$ cat src/rtl/change_dispenser.sv
// Greedy coin payout engine: latches a change amount on start and issues it
// largest-coin-first, one coin per valid/ack handshake with the ejector.
module change_dispenser #(
    parameter int N      = 8,
    parameter int COIN_A = 50,
    parameter int COIN_B = 25,
    parameter int COIN_C = 10,
    parameter int COIN_D = 5
) (
    input  logic         clk,
    input  logic         rst,
    input  logic         start,
    input  logic [N-1:0] amount,
    input  logic         coin_ack,
    output logic         coin_valid,
    output logic [1:0]   coin_sel,
    output logic         busy,
    output logic         done,
    output logic [N-1:0] remainder,
    output logic [N-1:0] coin_count
);

    localparam logic [N-1:0] VA = N'(COIN_A);
    localparam logic [N-1:0] VB = N'(COIN_B);
    localparam logic [N-1:0] VC = N'(COIN_C);
    localparam logic [N-1:0] VD = N'(COIN_D);

    typedef enum logic [1:0] {S_IDLE, S_SELECT, S_ISSUE, S_DONE} state_t;

    state_t       state, state_n;
    logic [N-1:0] remaining, remaining_n;
    logic [N-1:0] count_n, remainder_n;
    logic         valid_n, busy_n, done_n;
    logic [1:0]   sel_n;

    function automatic logic [N-1:0] coin_value(input logic [1:0] s);
        case (s)
            2'd0:    return VA;
            2'd1:    return VB;
            2'd2:    return VC;
            default: return VD;
        endcase
    endfunction

    always_ff @(posedge clk or posedge rst) begin
        if (rst) begin
            state      <= S_IDLE;
            remaining  <= '0;
            coin_valid <= 1'b0;
            coin_sel   <= '0;
            busy       <= 1'b0;
            done       <= 1'b0;
            remainder  <= '0;
            coin_count <= '0;
        end else begin
            state      <= state_n;
            remaining  <= remaining_n;
            coin_valid <= valid_n;
            coin_sel   <= sel_n;
            busy       <= busy_n;
            done       <= done_n;
            remainder  <= remainder_n;
            coin_count <= count_n;
        end
    end

    always_comb begin
        state_n     = state;
        remaining_n = remaining;
        valid_n     = coin_valid;
        sel_n       = coin_sel;
        busy_n      = busy;
        done_n      = 1'b0;
        remainder_n = remainder;
        count_n     = coin_count;
        case (state)
            S_IDLE: begin
                if (start) begin
                    remaining_n = amount;
                    count_n     = '0;
                    busy_n      = 1'b1;
                    state_n     = S_SELECT;
                end
            end
            S_SELECT: begin
                // Priority order gives largest-first; a coin is only chosen if it fits
                if (remaining >= VA || remaining >= VB || remaining >= VC || remaining >= VD) begin
                    if (remaining >= VA)      sel_n = 2'd0;
                    else if (remaining >= VB) sel_n = 2'd1;
                    else if (remaining >= VC) sel_n = 2'd2;
                    else                      sel_n = 2'd3;
                    valid_n = 1'b1;
                    state_n = S_ISSUE;
                end else begin
                    remainder_n = remaining;
                    done_n      = 1'b1;
                    state_n     = S_DONE;
                end
            end
            S_ISSUE: begin
                if (coin_ack) begin
                    remaining_n = remaining - coin_value(coin_sel);
                    if (coin_count != '1) count_n = coin_count + 1'b1;
                    valid_n = 1'b0;
                    state_n = S_SELECT;
                end
            end
            S_DONE: begin
                busy_n  = 1'b0;
                state_n = S_IDLE;
            end
            default: state_n = S_IDLE;
        endcase
    end

endmodule
$ cat config.mk
export PLATFORM = sky130hd
export DESIGN_NAME = change_dispenser
export DESIGN_NICKNAME = d
export VERILOG_FILES = /design/src/rtl/change_dispenser.sv
export SDC_FILE = /design/constraint.sdc
export NUM_CORES = 1
export LEC_CHECK = 0
export ABC_AREA = 1
export BUFFER_PORTS_ARGS = -buffer_cell sky130_fd_sc_hd__buf_4
export CORE_AREA = 2 2 72 74
export CTS_BUF_LIST = sky130_fd_sc_hd__clkbuf_16
export DETAILED_ROUTE_END_ITERATION = 16
export DIE_AREA = 0 0 74 76
export SETUP_SLACK_MARGIN = 0.1
export SLEW_MARGIN = 20
export SYNTH_ARGS = -nofsm -noshare
export SYNTH_HDL_FRONTEND = slang
export SYNTH_SLANG_ARGS = --single-unit
$ cat constraint.sdc
create_clock -name clk -period 2.14 [get_ports clk]
set_clock_uncertainty 0.1 [all_clocks]
set_input_delay 0.214 -clock clk [delete_from_list [all_inputs] [get_ports clk]]
set_output_delay 0.214 -clock clk [all_outputs]
set_load 0.03 [all_outputs]
Yosys cells after proc, flatten, opt, wreduce, memory -nomap -nowiden
Cells that the tools add are included.
Widths: inputs -> output; s select.
{ "totals": {"output_inout_bits": 21, "inputBits": 12, "reg_bits": 31} }
{ "op_classes": {"n_eq_ne": 10, "bitwise_logic": 1, "n_mux": 24, "reduce_logical": 15, "add_sub_neg": 2, "magnitude_cmp": 4} }
{ "op_table": {"columns": ["cell", "n"], "rows": [
  ["$mux 8", 7],
  ["$pmux 8 s2", 2],
  ["$pmux 6 s3", 1],
  ["$add 8x1->8 const B", 1],
  ["$ge 8x3->1 const B", 1],
  ["$ge 8x4->1 const B", 1],
  ["$ge 8x5->1 const B", 1],
  ["$ge 8x6->1 const B", 1],
  ["$mux 2", 4],
  ["$ne 2x2->1 const B", 4],
  ["$ne 8x8->1 const B", 1],
  ["$pmux 2 s4", 1],
  ["$reduce_and 2->1", 4],
  ["$sub 8x8->8", 1],
  ["$mux 1", 7],
  ["$eq 2x2->1 const B", 3],
  ["$reduce_and 3->1", 2],
  ["$reduce_bool 2->1", 3],
  ["$eq 2x1->1 const B", 2],
  ["$logic_not 2->1", 2],
  ["$pmux 1 s2", 2],
  ["$reduce_and 4->1", 1],
  ["$logic_or 1x1->1", 3],
  ["$not 1->1", 1]
]} }

Logic depth before layout (Yosys ltp)
{ "logic_depth": {"depth_word": 7, "depth_mapped": 12, "depth_no_buf": 12} }

Worst setup path after synthesis
No wires, ideal clock.
{ "synth_timing": {"path_type": "reg2reg", "from": "reg coin_sel[0]", "to": "reg remaining[7]", "synth_period_minus_slack_ps": 2167, "path_buffers": 0, "t_required_ps": 1924, "setup_slack_ps": -27, "stages_incl_launch_ff": 13, "setup_time_ps": 116, "arrival_time_ps": 1951, "path_cell_list": "dfrtp_1 > inv_1 > ha_1 > o21ai_0 > ha_1 > nand2_1 > nand2_1 > a21oi_1 > nand2_1 > nand2_1 > nand3_1 > nand2_1 > nand2_1"} }
{ "synth_via": {"elab_chain_len": 7} }
{ "synth_rtl": {"columns": ["element", "line_no", "text"], "rows": [
  ["start: declaration", "16", "output logic [1:0] coin_sel,"],
  ["start signal: assignment", "59", "coin_sel <= sel_n;"],
  ["$eq 2x2->1, or another cell as far along", "37", "case (s)"],
  ["$pmux 6 s3 (*)", "37", null],
  ["$mux 8 (*)", "101", "if (coin_ack) begin"],
  ["$mux 8 (*)", "76", "case (state)"],
  ["$sub 8x8->8 (*)", "102", "remaining_n = remaining - coin_value(coin_sel);"],
  ["$mux 8 (*)", "101", null],
  ["$pmux 8 s2 (*)", "76", null],
  ["end signal: assignment", "57", "remaining <= remaining_n;"],
  ["end: declaration", "31", "logic [N-1:0] remaining, remaining_n;"]
]} }
Mark *: on every way between the ends. The rest lies on a longest branch, timed or not. The select of a mux whose other input is x is not followed.
A chain may end at the register's enable or synchronous reset.

Worst setup path in the final report
Same ends and word-level chain as after synthesis.

==> summary.txt <==
Finish
  – Number of filler cells placed in the layout: 497
  – Inserted Diodes: 0
  – Final cell area excluding filler cells: 2390 um^2
  – Number of nets at the end of the flow: 310
  – Growth of design area from synthesis to finish: 26.5%
  – Fraction of final layout cells sized beyond drive strength 1: 24.1%

Die
  – Row count: 26
  – Die Wd: 74 um
  – Core Region: 4910 um^2
  – Vertical die dimension: 76 um
  – Initial Utilization: 38.5%
  – I/O pin cnt: 33
  – Die ar.: 5620 um^2

Clock tree
  – Latest clock arrival within the worst-skew pair: 270 ps
  – H-tree levels: 2
  – TritonCTS buffer count: 5
  – CTS clk-pin slew, worst paths: 50 ps
  – TritonCTS Sinks: 31
  – Library cell used as clock root buffer: clkbuf_16
  – Clock tree from TritonCTS: built
  – Maximum root-to-sink buffer count: 2

Setup path
  – Crit path top cell by count: nand2_1
  – Internal reg-to-reg setup slack: 240 ps
  – Worst path required time: 2210 ps
  – Worst path top cell family by delay: adder cells
  – Critical path capture point type: register
  – Number of cell instances on the worst register-to-register path: 12
  – Critical path cell sequence: inv_2, ha_2, o21ai_2, ha_1, nand2_1, nand2_1, a21oi_2, nand2_1, nand2_1, nand3_1, nand2_1, nand2_1
  – Worst setup SP type: register
  – Master of the slowest instance on the critical path: dfrtp_2
  – Max stage delay on crit path: 440 ps
  – Worst path arrival time: 1960 ps
  – Origin of the critical flop-to-flop path: coin_sel[0]$_DFFE_PP0P_
  – Crit-path max FO: 5
  – Critical path start-end classification: register to register
  – Worst path buffer plus inverter count: 1
  – CP Depth: 12
  – R2R Path End: remaining[7]$_DFFE_PP0P_
  – Setup crit end: remaining[7]$_DFFE_PP0P_
  – CP startpoint: coin_sel[0]$_DFFE_PP0P_

STA
  – Part of the cycle the worst path needs: 88.6%
  – Final Slew Violations: 0
  – Least setup slack across all paths after layout: 244 ps
  – Setup tns final: 0 ps
  – Setup repair after global routing missed its margin: no
  – Max transition margin: 73.1%
  – Max Clock Freq: 527 MHz
  – Minimum clock period after layout: 1900 ps
  – Number of setup violations in the final report: 0
  – Number of failing hold endpoints at the final stage: 0
  – Actual slew at the worst max-slew pin: 404 ps
  – WHS: 92.6 ps

Yosys
  – Post-synthesis compound-gate area fraction: 9.33%
  – Arithmetic-cell share of the synthesized area counting full adders, half adders and majority gates: 8.99%
  – Main combinational cell family by area after synthesis: simple AND/OR/NAND/NOR gates
  – Synth Net Count: 271
  – XOR/XNOR share of the synthesized area: 2.31%
  – Count of unique library cells instantiated by Yosys: 27
  – Cell area after synthesis: 1890 um^2
  – Post-synthesis area per instance: 7.69 um^2
  – Number of instances in the synthesized netlist: 246
  – Total of warnings raised by yosys: 0
  – Multiplexer area fraction after synthesis: 0%
  – Share of synthesized cell area in and, or, nand and nor gates: 28.8%
  – FF+latch count, synth: 31
  – Share of synthesized area occupied by flip-flops and latches: 41.0%

Detailed routing
  – Ratio of routed vias to standard cells: 4.58
  – Number of remaining DRC errors: 0
  – Drt total wl: 4110 um
  – Via count: 1629
  – Detail Route Antenna Nets: 0
  – Length of the first detailed-routing pass in iterations: 4
  – Routed length per placed instance: 11.5 um
  – Starting DRC count in detailed routing: 70

Pwr
  – Max VDD drop: 0.000522 V
  – Clock power share: 18.0%
  – Share of total power in combinational logic: 55.8%
  – Cell leakage power: 0.00128 uW
  – Switching part of the total power: 46.0%
  – Power Dens Cells: 1510 nW/um^2
  – Flop pwr share: 26.2%
  – Cell internal power dissipation: 1950 uW
  – Psw: 1660 uW

GRT
  – Pin count of the biggest net entering global routing: 32
  – Number of global-route vias before repair: 1564
  – Global-route wire length before repair: 7210 um
  – Global routing usage summed across all routing layers: 16.5%
  – Aggregate global routing overflow: 0
  – Number of antenna violations at the first check in global routing: 0

Placement
  – DP Worst Slack: 38.8 ps
  – Quantity of I/O buffers inserted on ports: 32
  – RePlAce Congestion: 0.832
  – DP Area: 2210 um^2
  – HPWL after DPL: 3000 um

Status
  – Run status: completed

Flow run
  – Number of max-capacitance violations reported: 0

Worst hold path
  – Classification of the worst-slack hold path: primary input to register
[Yosys cell counts]
cell type	instances	area share, %
o21ai_2	1	0.46
dfrtp_1	31	41
nand2_4	1	0.60
o21ai_0	8	2.1
nand3_1	18	4.8
o211ai_1	4	1.6
or2_2	3	0.99
inv_1	38	7.5
inv_2	2	0.40
clkbuf_1	1	0.20
xor2_1	5	2.3
nor2_1	19	3.8
ha_1	12	7.9
nand2_2	5	1.7
nor2_4	1	0.60
nand3_2	1	0.53
nand4_1	2	0.66
o21ai_1	7	1.9
a31oi_1	2	0.66
a21oi_1	10	2.6
nor3_4	1	0.86
nor3_1	3	0.79
nand2_1	65	13
nor2_2	2	0.66
buf_2	1	0.26
fa_1	1	1.1
buf_6	2	1.2
[final cells by class]
cell class	count	area [um^2]	area share, %
sequential	31	778	32.5
clock inverter	3	11.3	0.470
multi-input combinational	171	968	40.5
timing repair buffer	36	273	11.4
inverter	40	150	6.27
tap	70	87.6	3.66
clock buffer	5	125	5.23
[timing repair]
| item | 4_1_cts | 5_1_grt |
|---|---|---|
| hold endpoints to repair | 31 | 0 |
| setup buffers | 0 | 1 |
| resized for setup | 1 | 10 |
| hold buffers | 1 | 0 |
| setup endpoints to repair | 3 | 4 |
| pin swaps | 0 | 3 |
[flip-flops by register name, indices dropped and copies added, names as in the netlist]
name,count
remaining,8
coin_valid,1
remainder,8
busy,1
coin_count,8
done,1
coin_sel,2
state,2
[layer usage]
metal	part of all wire, %	vias to the layer above	routed length, um	GRT usage, %
met4	1.4	0	59	5.45
met3	3.8	7	157	3.97
met2	48	30	1960	26.5
met5	0	-	0	0
met1	47	741	1930	21.4
li1	-	851	-	-
[power by group through the flow]
stage / registers, uW / clock network [uW] / logic, uW
after detailed placement: 951 / 0 / 1890
after CTS: 944 / 664 / 1900
after global placement: 946 / 0 / 1860
after global routing: 977 / 694 / 2310
after floorplan: 1070 / 0 / 1310
final: 945 / 648 / 2010
[through the flow]
stage | util (%) | cells | power [uW]
floorplan | - | 246 | 2370
global placement | 44.9 | 346 | 2810
detailed placement | 44.9 | 346 | 2840
CTS | 47.9 | 355 | 3510
global route | 48.7 | 356 | 3980
finish | 48.7 | 356 | 3610
[cells by family after synthesis]
kind of cell / count (synthesis)
and+or+nand+nor: 121
buffers and inverters: 44
AOI/OAI and AO/OA: 32
DFF: 31
adders and majority gates: 13
xor gates and xnor gates: 5
[placed cells by master (no fill, tap or decap), types with 3 or more instances in the layout]
cell type,n
nand3_1,18
dfrtp_1,29
clkbuf_16,5
xor2_1,5
nand2_1,65
buf_4,35
or2_2,3
o21ai_1,7
o21ai_0,7
ha_1,9
a21oi_1,8
inv_1,36
inv_2,5
nor2_1,19
o211ai_1,4
nand2_2,5
[worst min path at each step]
stage               slack (ps)      from  depth (start not counted)                         to
floorplan                  220       rst                          1           busy$_DFFE_PP0P_
global placement           240       rst                          3  coin_count[5]$_DFFE_PP0P_
detailed placement         230       rst                          3  coin_count[5]$_DFFE_PP0P_
CTS                         90  coin_ack                          2       state[1]$_DFFE_PP0P_
global route                90  coin_ack                          2       state[1]$_DFFE_PP0P_
finish                      90  coin_ack                          2       state[1]$_DFFE_PP0P_
Power figures use the tool's default switching activity.
